===== config.mk =====
export PLATFORM = sky130hd
export DESIGN_NAME = snn_image_loader_flat
export DESIGN_NICKNAME = d
export VERILOG_FILES = /design/src/rtl/snn_image_loader_if.sv /design/src/rtl/snn_image_loader.sv /design/src/flat_wrapper.sv
export SDC_FILE = /design/constraint.sdc
export NUM_CORES = 1
export LEC_CHECK = 0
export CAP_MARGIN = 20
export CELL_PAD_IN_SITES_DETAIL_PLACEMENT = 0
export CELL_PAD_IN_SITES_GLOBAL_PLACEMENT = 1
export CORE_MARGIN = 3
export CORE_UTILIZATION = 36
export CTS_BUF_LIST = sky130_fd_sc_hd__clkbuf_2
export DETAILED_ROUTE_END_ITERATION = 8
export HOLD_SLACK_MARGIN = 0.05
export PLACE_DENSITY_LB_ADDON = 0.1
export SLEW_MARGIN = 15
export SYNTH_ARGS = -nofsm -noshare
export SYNTH_HDL_FRONTEND = slang
export SYNTH_SLANG_ARGS = --single-unit

===== constraint.sdc =====
create_clock -name clk -period 1.63 [get_ports clk]
set_input_delay 0.326 -clock clk [delete_from_list [all_inputs] [get_ports clk]]
set_output_delay 0.326 -clock clk [all_outputs]
set_load 0.05 [all_outputs]

===== src/rtl/snn_image_loader_if.sv =====
// Handshake and data signals between the SNN image loader and its
// neighbours: UART receiver, input-unit RAM, inference core and UART transmitter.
interface snn_image_loader_if;
    logic       rx_rdy;
    logic [7:0] rx_data;
    logic [9:0] ram_addr;
    logic       ram_d;
    logic       ram_we;
    logic       core_start;
    logic       core_done;
    logic [3:0] core_digit;
    logic       tx_rdy;
    logic       tx_start;
    logic [7:0] tx_data;
    logic       busy;
    logic [3:0] digit;
    logic       overrun;

    modport slave (
        input  rx_rdy, rx_data, core_done, core_digit, tx_rdy,
        output ram_addr, ram_d, ram_we, core_start, tx_start, tx_data,
        output busy, digit, overrun
    );

    modport master (
        output rx_rdy, rx_data, core_done, core_digit, tx_rdy,
        input  ram_addr, ram_d, ram_we, core_start, tx_start, tx_data,
        input  busy, digit, overrun
    );
endinterface


===== src/rtl/snn_image_loader.sv =====
// Unpacks received image bytes into single-pixel RAM writes, launches the
// SNN inference core on a full frame and sends the result digit as ASCII.
module snn_image_loader #(
    parameter int         NUM_PIXELS = 784,
    parameter logic [7:0] ASCII_BASE = 8'h30
) (
    input  logic               clk,
    input  logic               rst,
    snn_image_loader_if.slave  bus
);

    typedef enum logic [2:0] {
        S_IDLE,
        S_UNPACK,
        S_START,
        S_WAIT_DONE,
        S_SEND
    } state_t;

    localparam logic [9:0] LAST_PIX = 10'(NUM_PIXELS - 1);

    state_t     r_state;
    state_t     w_next;
    logic [7:0] r_hold;
    logic [2:0] r_bitcnt;
    logic [9:0] r_pix;
    logic [3:0] r_digit;
    logic       r_overrun;
    logic       r_tx_start;
    logic [7:0] r_tx_data;

    // NOTE: reset is synchronous, so it is tested inside the clocked block only.
    always_ff @(posedge clk) begin
        if (rst) r_state <= S_IDLE;
        else     r_state <= w_next;
    end

    // NOTE: every combinational output gets a default first so no latch is inferred.
    always_comb begin
        w_next         = r_state;
        bus.ram_we     = 1'b0;
        bus.ram_d      = 1'b0;
        bus.ram_addr   = r_pix;
        bus.core_start = 1'b0;
        bus.busy       = (r_state != S_IDLE);
        bus.tx_start   = r_tx_start;
        bus.tx_data    = r_tx_data;
        bus.digit      = r_digit;
        bus.overrun    = r_overrun;
        case (r_state)
            S_IDLE: begin
                if (bus.rx_rdy) w_next = S_UNPACK;
            end
            S_UNPACK: begin
                bus.ram_we = 1'b1;
                bus.ram_d  = r_hold[r_bitcnt];
                if (r_bitcnt == 3'd7) w_next = (r_pix == LAST_PIX) ? S_START : S_IDLE;
            end
            S_START: begin
                bus.core_start = 1'b1;
                w_next         = S_WAIT_DONE;
            end
            S_WAIT_DONE: begin
                if (bus.core_done) w_next = S_SEND;
            end
            S_SEND: begin
                if (bus.tx_rdy) w_next = S_IDLE;
            end
            default: w_next = S_IDLE;
        endcase
    end

    // NOTE: sequential state uses non-blocking assignments so all registers update together.
    always_ff @(posedge clk) begin
        if (rst) begin
            r_hold     <= '0;
            r_bitcnt   <= '0;
            r_pix      <= '0;
            r_digit    <= '0;
            r_overrun  <= 1'b0;
            r_tx_start <= 1'b0;
            r_tx_data  <= '0;
        end else begin
            r_tx_start <= 1'b0;
            case (r_state)
                S_IDLE: begin
                    if (bus.rx_rdy) begin
                        r_hold   <= bus.rx_data;
                        r_bitcnt <= '0;
                    end
                end
                S_UNPACK: begin
                    r_bitcnt <= r_bitcnt + 3'd1;
                    // The last pixel of a frame rewinds the address for the next frame.
                    r_pix    <= (r_pix == LAST_PIX) ? 10'd0 : r_pix + 10'd1;
                end
                S_WAIT_DONE: begin
                    if (bus.core_done) r_digit <= bus.core_digit;
                end
                S_SEND: begin
                    if (bus.tx_rdy) begin
                        r_tx_start <= 1'b1;
                        r_tx_data  <= ASCII_BASE + {4'b0000, r_digit};
                    end
                end
                default: ;
            endcase
            if (bus.rx_rdy && (r_state != S_IDLE)) r_overrun <= 1'b1;
        end
    end

endmodule


===== src/flat_wrapper.sv =====
// flat-port wrapper written by rule: the top's interface ports become plain ports
module snn_image_loader_flat 
#(
    parameter int         NUM_PIXELS = 784,
    parameter logic [7:0] ASCII_BASE = 8'h30
)
  (clk, rst, bus_rx_rdy, bus_rx_data, bus_core_done, bus_core_digit, bus_tx_rdy, bus_ram_addr, bus_ram_d, bus_ram_we, bus_core_start, bus_tx_start, bus_tx_data, bus_busy, bus_digit, bus_overrun);
  snn_image_loader_if bus_i ();
  input  logic clk;
  input  logic rst;
  input wire logic [$bits(bus_i.rx_rdy)-1:0] bus_rx_rdy;
  input wire logic [$bits(bus_i.rx_data)-1:0] bus_rx_data;
  input wire logic [$bits(bus_i.core_done)-1:0] bus_core_done;
  input wire logic [$bits(bus_i.core_digit)-1:0] bus_core_digit;
  input wire logic [$bits(bus_i.tx_rdy)-1:0] bus_tx_rdy;
  output wire logic [$bits(bus_i.ram_addr)-1:0] bus_ram_addr;
  output wire logic [$bits(bus_i.ram_d)-1:0] bus_ram_d;
  output wire logic [$bits(bus_i.ram_we)-1:0] bus_ram_we;
  output wire logic [$bits(bus_i.core_start)-1:0] bus_core_start;
  output wire logic [$bits(bus_i.tx_start)-1:0] bus_tx_start;
  output wire logic [$bits(bus_i.tx_data)-1:0] bus_tx_data;
  output wire logic [$bits(bus_i.busy)-1:0] bus_busy;
  output wire logic [$bits(bus_i.digit)-1:0] bus_digit;
  output wire logic [$bits(bus_i.overrun)-1:0] bus_overrun;
  assign bus_i.rx_rdy = bus_rx_rdy;
  assign bus_i.rx_data = bus_rx_data;
  assign bus_i.core_done = bus_core_done;
  assign bus_i.core_digit = bus_core_digit;
  assign bus_i.tx_rdy = bus_tx_rdy;
  assign bus_ram_addr = bus_i.ram_addr;
  assign bus_ram_d = bus_i.ram_d;
  assign bus_ram_we = bus_i.ram_we;
  assign bus_core_start = bus_i.core_start;
  assign bus_tx_start = bus_i.tx_start;
  assign bus_tx_data = bus_i.tx_data;
  assign bus_busy = bus_i.busy;
  assign bus_digit = bus_i.digit;
  assign bus_overrun = bus_i.overrun;
  snn_image_loader #(.NUM_PIXELS(NUM_PIXELS), .ASCII_BASE(ASCII_BASE)) u_core (.clk(clk), .rst(rst), .bus(bus_i));
endmodule

==> flow_summary_export.csv, run 1 <==
group,metric,value,unit
run_status,status,"complete, but fails checks",
run_status,violations,"setup timing",
logic_synthesis,synthAdderAreaFrac,0.0238,
drt,drt_first_iter_violations,76,
clocking,cts_hold_buffers,0,
logic_synthesis,synth-xor-area-share,0.0389,
clocking,cts_tree,"built",
drt,topRoutingLayerUsed,"met4",
clocking,cts_sinks,35,
logic_synthesis,synth-seq-area-share,0.444,
critical_path,cp-start-kind,"register",
logic_synthesis,synthArstFlopShare,0,
die,rows,23,
clocking,cts_max_path_buffers,2,
timing,slew_violations,0,
cells_and_area,drive_above_1_share,0.318,
critical_path,critPathSlowestCell,"mux4_2",
place,place_congestion,0.762,
job,drv_cap,0,
cells_and_area,fillers,384,
min_path,hold_class,"register to register",
power,switching_share,0.288,
timing,hold_viol,0,
clocking,clk_pin_slew,0.17,ns
critical_path,worstSetupPathType,"register to primary output",
die,die_w,72.2,microns
power,intPower,1.13,mW
power,p_switching,460,uW
clocking,cts_root_buffer,"clkbuf_2",
die,die_area,5210,sq um
logic_synthesis,synth-edff-count,0,
global_route,antenna_found_initial,0,
global_route,gr-total-overflow,0,
critical_path,worstPathRequired,1.30,ns
timing,final.min_clock_period,2.00,ns
drt,dr_wl_met3,179,microns
critical_path,rr_worst_depth,7,
timing,final-setup-viol-count,2,
min_path,hold_depth,2,
power,pwr-share-seq,0.568,
critical_path,cp.arrival,1.67,ns
drt,num_vias,1404,
logic_synthesis,netlist_area,1580,sq um
critical_path,cp_max_fo,3,
clocking,clock_latency,0.38,ns
die,start_util,0.383,
cells_and_area,antenna-diode-count,0,
drt,drcViolationCount,0,
logic_synthesis,synth_compound_area_frac,0.0849,
place,io_buffers,42,
cells_and_area,layout.nets,255,
die,core_area,4120,sq um
drt,wl_met1,1680,microns
drt,wl_per_cell,13.5,microns
die,die_y,72.2,microns
clocking,ctsHtreeMaxLevel,2,
logic_synthesis,synth.distinct_cells,36,
timing,rsz0062_at_grt,"true",
global_route,grt_pass1_wl,6240,microns
power,power_density,673,nW/um^2
place,dp_hpwl,2860,microns
timing,fmax,0.500,GHz
global_route,grt_pass1_vias,1363,
clocking,numCtsBuffers,5,
logic_synthesis,synth_warnings,0,
drt,met2_length,1940,microns
timing,fin_skew,0.0263,ns
power,power.share.clock,0.242,
die,io_pins,45,
global_route,grt_max_degree,16,
drt,routed_wl,3850,microns
drt,via_per_inst,4.91,
global_route,grt_use_total,0.157,
logic_synthesis,syn_inst,178,
power,worst_ir_drop_vdd,0.483,mV
logic_synthesis,ys_ff_latch,35,
timing,fin_crit_sh,1.23,
logic_synthesis,syn_area_per_cell,8.86,sq um
logic_synthesis,synth_top_family_by_area,"simple AND/OR/NAND/NOR gates",
logic_synthesis,synth_ff_type,"dfxtp_1",
timing,fin_tns_setup,-0.535,ns
cells_and_area,fin_util,0.576,
logic_synthesis,synth-simple-area-share,0.235,
critical_path,critPathCaptureType,"primary output",
power,power_leakage,0.953,nW
critical_path,max_stage_delay,0.52,ns
drt,final_antenna_net_count,0,
logic_synthesis,muxShareOfSynthArea,0.105,
drt,drt_first_pass_iters,4,
cells_and_area,area_delta_synth_final,50.1,%
timing,layout_setup_ws,-0.368,ns
power,pwr-share-comb,0.191,
critical_path,path_cells,"mux4_2 > mux2i_4 > nor2_4 > buf_12",
## cells by family after synthesis
group	after synthesis
compound gates	23
xor+xnor	7
fa+ha+maj	3
buf+inv	18
flops	35
mux	14
other cells	1
simple gates	77
## power groups by stage
stage,combinational (mW),sequential (mW),clock [mW]
2_1_floorplan,0.125,0.946,0
3_3_place_gp,0.267,0.923,0
3_5_place_dp,0.273,0.924,0
4_1_cts,0.295,0.906,0.399
5_1_grt,0.324,0.911,0.436
6_report,0.304,0.906,0.385
## sequential cells by signal, indices dropped and copies added (netlist names)
signal	flops
u_core.r_bitcnt	3
u_core.bus.tx_start	1
u_core.bus.ram_addr	10
u_core.bus.tx_data	5
u_core.r_hold	8
u_core.bus.overrun	1
u_core.bus.digit	4
u_core.r_state	3
## layout by cell type (no fill, tap or decap), types with 4 or more instances in the layout
cell | Yosys | routed
buf_12 | 0 | 13
mux2i_1 | 11 | 10
a21oi_1 | 18 | 17
buf_4 | 3 | 29
clkdlybuf4s50_1 | 0 | 16
nand3_1 | 6 | 6
nor2_1 | 26 | 23
dfxtp_2 | 0 | 4
dfxtp_1 | 35 | 30
xnor2_1 | 6 | 6
nand2_1 | 23 | 23
clkbuf_2 | 0 | 6
nor3_1 | 5 | 4
## worst max-delay path: cells and delay by family, from the launching register on
family                 cells  cell delay [ns]
muxes                      2             0.69
buffers and inverters      1             0.14
DFF                        1             0.40
and+or+nand+nor            1             0.06
## cells in the mapped netlist, types with 2 or more instances
cell type | n | share of area
dfxtp_1 | 35 | 0.44
nor2_1 | 26 | 0.062
nand2_1 | 23 | 0.055
a21oi_1 | 18 | 0.057
mux2i_1 | 11 | 0.070
nand3_1 | 6 | 0.019
xnor2_1 | 6 | 0.033
nor3_1 | 5 | 0.016
buf_2 | 4 | 0.013
clkbuf_1 | 4 | 0.0095
inv_1 | 4 | 0.0095
buf_4 | 3 | 0.014
ha_1 | 3 | 0.024
nand4_1 | 3 | 0.012
nor2b_1 | 3 | 0.012
buf_6 | 2 | 0.014
mux4_2 | 2 | 0.029
nand2b_1 | 2 | 0.0079
## metal layers
layer,up-vias,track usage
met5,-,0
met1,651,0.201
met3,7,0.0346
met2,33,0.257
li1,713,-
met4,0,0.0626
## stage by stage
step / total power [mW] / std cells / area (sq um) / setup WS [ns] / hold WS, ns
2_1_floorplan: 1.07 / 179 / 1590 / 0.0330 / 0.433
3_3_place_gp: 1.19 / 273 / 2200 / -0.0348 / 0.444
3_5_place_dp: 1.20 / 273 / 2200 / -0.0599 / 0.450
4_1_cts: 1.60 / 285 / 2320 / -0.433 / 0.456
5_1_grt: 1.67 / 286 / 2370 / -0.459 / 0.448
6_report: 1.59 / 286 / 2370 / -0.368 / 0.468
## path summary, 6_finish.rpt
| check | slack (ns) | start | endpoint |
|---|---|---|---|
| setup / recovery | -0.37 | u_core.r_bitcnt[0]$_SDFFE_PP0P_ | bus_ram_d |
| setup reg to reg | 0.06 | u_core.r_state[1]$_SDFFE_PP0P_ | u_core.bus.ram_addr[3]$_SDFFE_PP0P_ |
| hold reg to reg | 0.47 | u_core.r_hold[4]$_SDFFE_PP0P_ | u_core.r_hold[4]$_SDFFE_PP0P_ |
| hold / removal | 0.47 | u_core.r_hold[4]$_SDFFE_PP0P_ | u_core.r_hold[4]$_SDFFE_PP0P_ |
## layout make-up
| type | instances | area, sq um | area share |
|---|---|---|---|
| clock buffers | 6 | 30.0 | 0.0127 |
| clock inverters | 2 | 7.51 | 0.00317 |
| inverters | 5 | 23.8 | 0.0100 |
| multi-input cells | 126 | 848 | 0.358 |
| flip-flops and latches | 35 | 709 | 0.300 |
| well taps | 50 | 62.6 | 0.0264 |
| repair buffers | 62 | 687 | 0.290 |
## timing repair
action	CTS	global route
endpoints found under the setup margin	5	10
setup buffers	4	1
pin swaps	1	6
hold endpoints to repair	0	0
resized for setup	17	8
(Power assumes the default switching activity.)
==> run 2: changes to the inputs <==
--- a/config.mk
+++ b/config.mk
@@ -9,9 +9,11 @@
 export CELL_PAD_IN_SITES_DETAIL_PLACEMENT = 0
 export CELL_PAD_IN_SITES_GLOBAL_PLACEMENT = 1
 export CORE_MARGIN = 3
-export CORE_UTILIZATION = 36
+export CORE_UTILIZATION = 45
 export CTS_BUF_LIST = sky130_fd_sc_hd__clkbuf_2
+export CTS_CLUSTER_DIAMETER = 60
 export DETAILED_ROUTE_END_ITERATION = 8
+export DONT_BUFFER_PORTS = 1
 export HOLD_SLACK_MARGIN = 0.05
 export PLACE_DENSITY_LB_ADDON = 0.1
 export SLEW_MARGIN = 15
==> flow_summary_export.csv, run 2 (synthesis results as in run 1) <==
group,metric,value,unit
place,dp_hpwl,2410,microns
place,dp_cells,232,
critical_path,worstPathRequired,1.30,ns
drt,final_antenna_net_count,0,
cells_and_area,regArea,709,sq um
global_route,grt_pass1_vias,1272,
drt,topRoutingLayerUsed,"met4",
drt,dr_wl_met3,188,microns
timing,final-setup-viol-count,2,
clocking,numCtsBuffers,5,
cells_and_area,fin_area,2010,sq um
cells_and_area,final_common_cell,"dfxtp_1",
cells_and_area,drive_above_1_share,0.260,
drt,wl_per_cell,13.2,microns
die,die_y,65.2,microns
critical_path,cp-start-kind,"register",
run_status,violations,"setup timing",
global_route,antenna_found_initial,0,
clocking,ctsHtreeMaxLevel,2,
drt,routed_wl,3330,microns
timing,relSlewSlack,0.285,
critical_path,worstPathBufferInverterCount,1,
die,io_pins,45,
clocking,cts_max_path_buffers,2,
timing,worstMarginPinSlew,1.07,ns
timing,layout_setup_ws,-0.352,ns
drt,met2_length,1670,microns
job,drv_cap,0,
critical_path,path_cells,"mux4_2 > mux2i_4 > nor2_4 > buf_12",
cells_and_area,fillers,296,
critical_path,critPathCaptureType,"primary output",
place,io_buffers,0,
clocking,clock_latency,0.37,ns
critical_path,cp_max_fo,3,
cells_and_area,layoutNonFillerInstCount,252,
cells_and_area,layout_common_cells,"30 x dfxtp_1, 24 x nor2_1, 22 x nand2_1, 21 x buf_4, 18 x a21oi_1",
cells_and_area,fin_util,0.626,
power,power_density,754,nW/um^2
die,rows,20,
run_status,status,"complete, but fails checks",
clocking,clk_pin_slew,0.16,ns
critical_path,max_stage_delay,0.52,ns
timing,fmax,0.505,GHz
die,start_util,0.493,
drt,drt_first_pass_iters,4,
clocking,cts_sinks,35,
power,worst_ir_drop_vdd,0.501,mV
timing,hold_viol,0,
cells_and_area,largest_register_ffs,10,
power,power.total,1.51,mW
power,power_leakage,0.787,nW
cells_and_area,multiInputGateArea,867,sq um
die,die_area,4250,sq um
global_route,grt_use_total,0.176,
critical_path,cp.arrival,1.66,ns
global_route,grt_pass1_wl,5730,microns
place,placed_area,1740,sq um
drt,num_vias,1307,
drt,drcViolationCount,0,
cells_and_area,layout.nets,227,
min_path,hold_class,"input pin to register",
clocking,cts_root_buffer,"clkbuf_2",
timing,final.min_clock_period,1.98,ns
timing,fin_skew,0.00540,ns
critical_path,critPathSlowestCell,"mux4_2",
timing,fin_crit_sh,1.22,
drt,drt_first_iter_violations,67,
global_route,gr-total-overflow,0,
global_route,grt_max_degree,29,
critical_path,worstSetupPathType,"register to primary output",
die,core_area,3200,sq um
place,place_ws,-0.0592,ns
place,place_congestion,0.781,
timing,slew_violations,0,
critical_path,crit_family,"multiplexers",
timing,rsz0062_at_grt,"true",
cells_and_area,area_delta_synth_final,27.1,%
cells_and_area,antenna-diode-count,0,
die,die_w,65.2,microns
clocking,cts_tree,"built",
drt,via_per_inst,5.19,
drt,wl_met1,1420,microns
==> run 2: worst paths after layout <==
kind | startpoint | end | slack (ns) | cells past startpoint
setup / recovery | u_core.r_bitcnt[0]$_SDFFE_PP0P_ | bus_ram_d | -0.35 | 4
hold / removal | bus_core_digit[1] | u_core.bus.digit[1]$_SDFFE_PP0P_ | 0.1 | 2
setup reg to reg | u_core.r_bitcnt[0]$_SDFFE_PP0P_ | u_core.r_state[0]$_SDFFE_PP0P_ | 0.10 | 5
hold reg to reg | u_core.r_hold[3]$_SDFFE_PP0P_ | u_core.r_hold[3]$_SDFFE_PP0P_ | 0.46 | 2
==> run 2: worst register-to-register path: cells and delay by family, from the launching register on <==
kind | cells | cell delay (ns)
adder cells (fa/ha/maj) | 2 | 0.36
buffers and inverters | 1 | 0.14
flip-flops | 1 | 0.39
AO/OA/AOI/OAI | 1 | 0.27
multiplexers | 1 | 0.28
==> run 2: area by class of cell <==
cell class / count / area share
multi-input combinational: 126 / 0.432
sequential: 35 / 0.354
timing repair buffer: 34 / 0.155
tap: 44 / 0.0274
clock buffer: 6 / 0.0150
inverter: 5 / 0.0131
clock inverter: 2 / 0.00374
==> run 2: power breakdown <==
group | switching (mW) | leakage (nW) | internal (mW) | total (mW)
logic | 0.139 | 0.473 | 0.0960 | 0.235
clock network | 0.270 | 0.0281 | 0.103 | 0.373
registers | 0.0232 | 0.287 | 0.881 | 0.904
total | 0.432 | 0.787 | 1.08 | 1.51
==> run 2: metrics by stage <==
step / hold slack (ns) / setup TNS (ns)
CTS: 0.0519 / -0.527
detailed placement: 0.400 / -0.0733
global route: 0.0585 / -0.736
floorplan: 0.433 / 0
global placement: 0.396 / -0.0301
finish: 0.0968 / -0.429
==> run 2: timing repair <==
item,in CTS,in global routing
pin swaps,2,5
resized for setup,17,12
setup buffers,2,2
hold buffers,8,1
endpoints found under the hold margin,28,1
setup endpoints to repair,5,11
==> run 2: routing by layer <==
metal,vias to the layer above,track usage
li1,658,-
met1,610,0.200
met2,34,0.307
met3,5,0.0615
met4,0,0.0544
met5,-,0
==> run 3: changes to the inputs <==
--- a/config.mk
+++ b/config.mk
@@ -12,10 +12,11 @@
 export CORE_UTILIZATION = 45
 export CTS_BUF_LIST = sky130_fd_sc_hd__clkbuf_2
 export CTS_CLUSTER_DIAMETER = 60
+export CTS_CLUSTER_SIZE = 24
 export DETAILED_ROUTE_END_ITERATION = 8
 export DONT_BUFFER_PORTS = 1
 export HOLD_SLACK_MARGIN = 0.05
-export PLACE_DENSITY_LB_ADDON = 0.1
+export PLACE_DENSITY = 0.75
 export SLEW_MARGIN = 15
 export SYNTH_ARGS = -nofsm -noshare
 export SYNTH_HDL_FRONTEND = slang
==> flow_summary_export.csv, run 3 (synthesis results as in run 1) <==
group,metric,value,unit
run_status,status,"complete, but fails checks",
run_status,violations,"setup timing",
drt,drcViolationCount,0,
critical_path,r2r_end,"u_core.bus.ram_addr[7]$_SDFFE_PP0P_",
die,die_area,4250,sq um
clocking,cts_tree,"built",
place,dp_cells,231,
timing,fmax,0.495,GHz
cells_and_area,final_common_cell,"dfxtp_1",
power,power_density,767,nW/um^2
cells_and_area,layout_common_cells,"30 x dfxtp_1, 24 x nor2_1, 23 x nand2_1, 21 x buf_4, 18 x a21oi_1",
die,io_pins,45,
global_route,grt_pass1_wl,6050,microns
power,worst_ir_drop_vdd,0.470,mV
clocking,cts_sinks,35,
drt,num_vias,1297,
die,start_util,0.493,
clocking,cts_root_buffer,"clkbuf_2",
clocking,clk_pin_slew,0.17,ns
place,io_buffers,0,
critical_path,rr_worst_depth,6,
timing,fin_skew,0.00709,ns
critical_path,worstSetupPathType,"register to primary output",
critical_path,cp_max_fo,4,
clocking,ctsHtreeMaxLevel,2,
global_route,grt_pass1_vias,1348,
timing,relSlewSlack,0.287,
cells_and_area,area_delta_synth_final,27.0,%
critical_path,critPathCaptureType,"primary output",
critical_path,cp-start-kind,"register",
timing,hold_viol,0,
timing,layout_setup_ws,-0.390,ns
global_route,antenna_found_initial,0,
drt,final_antenna_net_count,0,
die,core_area,3200,sq um
timing,final-setup-viol-count,2,
global_route,grt_max_degree,29,
global_route,gr-total-overflow,0,
drt,routed_wl,3550,microns
drt,drt_first_pass_iters,4,
place,place_congestion,0.804,
global_route,grt_use_total,0.185,
critical_path,rr_startpoint,"u_core.r_state[1]$_SDFFE_PP0P_",
min_path,hold_depth,2,
clocking,cts_max_path_buffers,2,
timing,worstMarginPinSlew,1.07,ns
timing,slew_violations,0,
power,power_leakage,0.796,nW
power,power.total,1.54,mW
cells_and_area,drive_above_1_share,0.269,
cells_and_area,layout.nets,227,
cells_and_area,antenna-diode-count,0,
place,placed_area,1750,sq um
min_path,hold_class,"input pin to register",
die,die_y,65.2,microns
drt,wl_per_cell,14.1,microns
die,rows,20,
min_path,holdPathEnd,"u_core.bus.overrun$_SDFFE_PP0P_",
die,die_w,65.2,microns
job,drv_cap,0,
drt,via_per_inst,5.15,
clocking,numCtsBuffers,5,
cells_and_area,fin_area,2000,sq um
cells_and_area,layoutNonFillerInstCount,252,
critical_path,ff2ff_setup_slack,0.09,ns
clocking,clock_latency,0.38,ns
critical_path,worstPathRequired,1.30,ns
place,dp_hpwl,2370,microns
min_path,hp-start,"bus_rx_rdy",
timing,rsz0062_at_grt,"true",
critical_path,cp.arrival,1.69,ns
cells_and_area,largest_register_ffs,10,
drt,drt_first_iter_violations,68,
timing,fin_crit_sh,1.24,
timing,fin_tns_setup,-0.514,ns
cells_and_area,fin_util,0.626,
timing,final.min_clock_period,2.02,ns
-- run 3: report_power, final --
group	switching, mW	internal, mW
clock	0.287	0.117
combinational	0.138	0.0897
sequential	0.0251	0.881
-- run 3: worst max-delay path: stages (launching register included) --
cell and delay [ns]:
dfxtp_4 0.41, mux4_2 0.53, mux2i_4 0.18, nor2_4 0.05
buf_12 0.14
-- run 3: per-layer routing --
metal	global-route usage	vias to the layer above	share of wire
met3	0.0444	8	0.049
li1	-	658	-
met4	0.0855	0	0.018
met2	0.336	27	0.51
met1	0.199	604	0.43
met5	0	-	0
-- run 3: how the worst max path moves through the flow --
stage / end / from / cells past startpoint
3_5_place_dp: bus_ram_d / u_core.r_bitcnt[0]$_SDFFE_PP0P_ / 4
2_1_floorplan: u_core.bus.ram_addr[0]$_SDFFE_PP0P_ / u_core.bus.ram_addr[9]$_SDFFE_PP0P_ / 4
5_1_grt: bus_ram_d / u_core.r_bitcnt[0]$_SDFFE_PP0P_ / 4
4_1_cts: bus_ram_d / u_core.r_bitcnt[0]$_SDFFE_PP0P_ / 4
3_3_place_gp: bus_ram_d / u_core.r_bitcnt[0]$_SDFFE_PP0P_ / 4
6_report: bus_ram_d / u_core.r_bitcnt[0]$_SDFFE_PP0P_ / 4
-- run 3: metrics by stage --
| step | setup slack [ns] | hold slack [ns] |
|---|---|---|
| 3_5_place_dp | -0.0910 | 0.398 |
| 4_1_cts | -0.465 | 0.0554 |
| 5_1_grt | -0.446 | 0.0579 |
| 6_report | -0.390 | 0.0684 |
| 2_1_floorplan | 0.0330 | 0.433 |
| 3_3_place_gp | -0.0542 | 0.396 |
-- run 3: cell type report --
cell class,instances,area (sq um)
clock inverters,1,5.00
fillers,280,1200
flip-flops and latches,35,709
multi-input cells,126,865
well taps,44,55.1
inverters,5,26.3
repair buffers,34,309
clock buffers,7,35.0
-- run 3: repair_timing --
action,4_1_cts,5_1_grt
setup endpoints to repair,5,12
hold buffers,8,0
pin swaps,2,3
hold endpoints to repair,28,0
buffers inserted,2,2
gates resized for setup,16,9
cloned,0,1
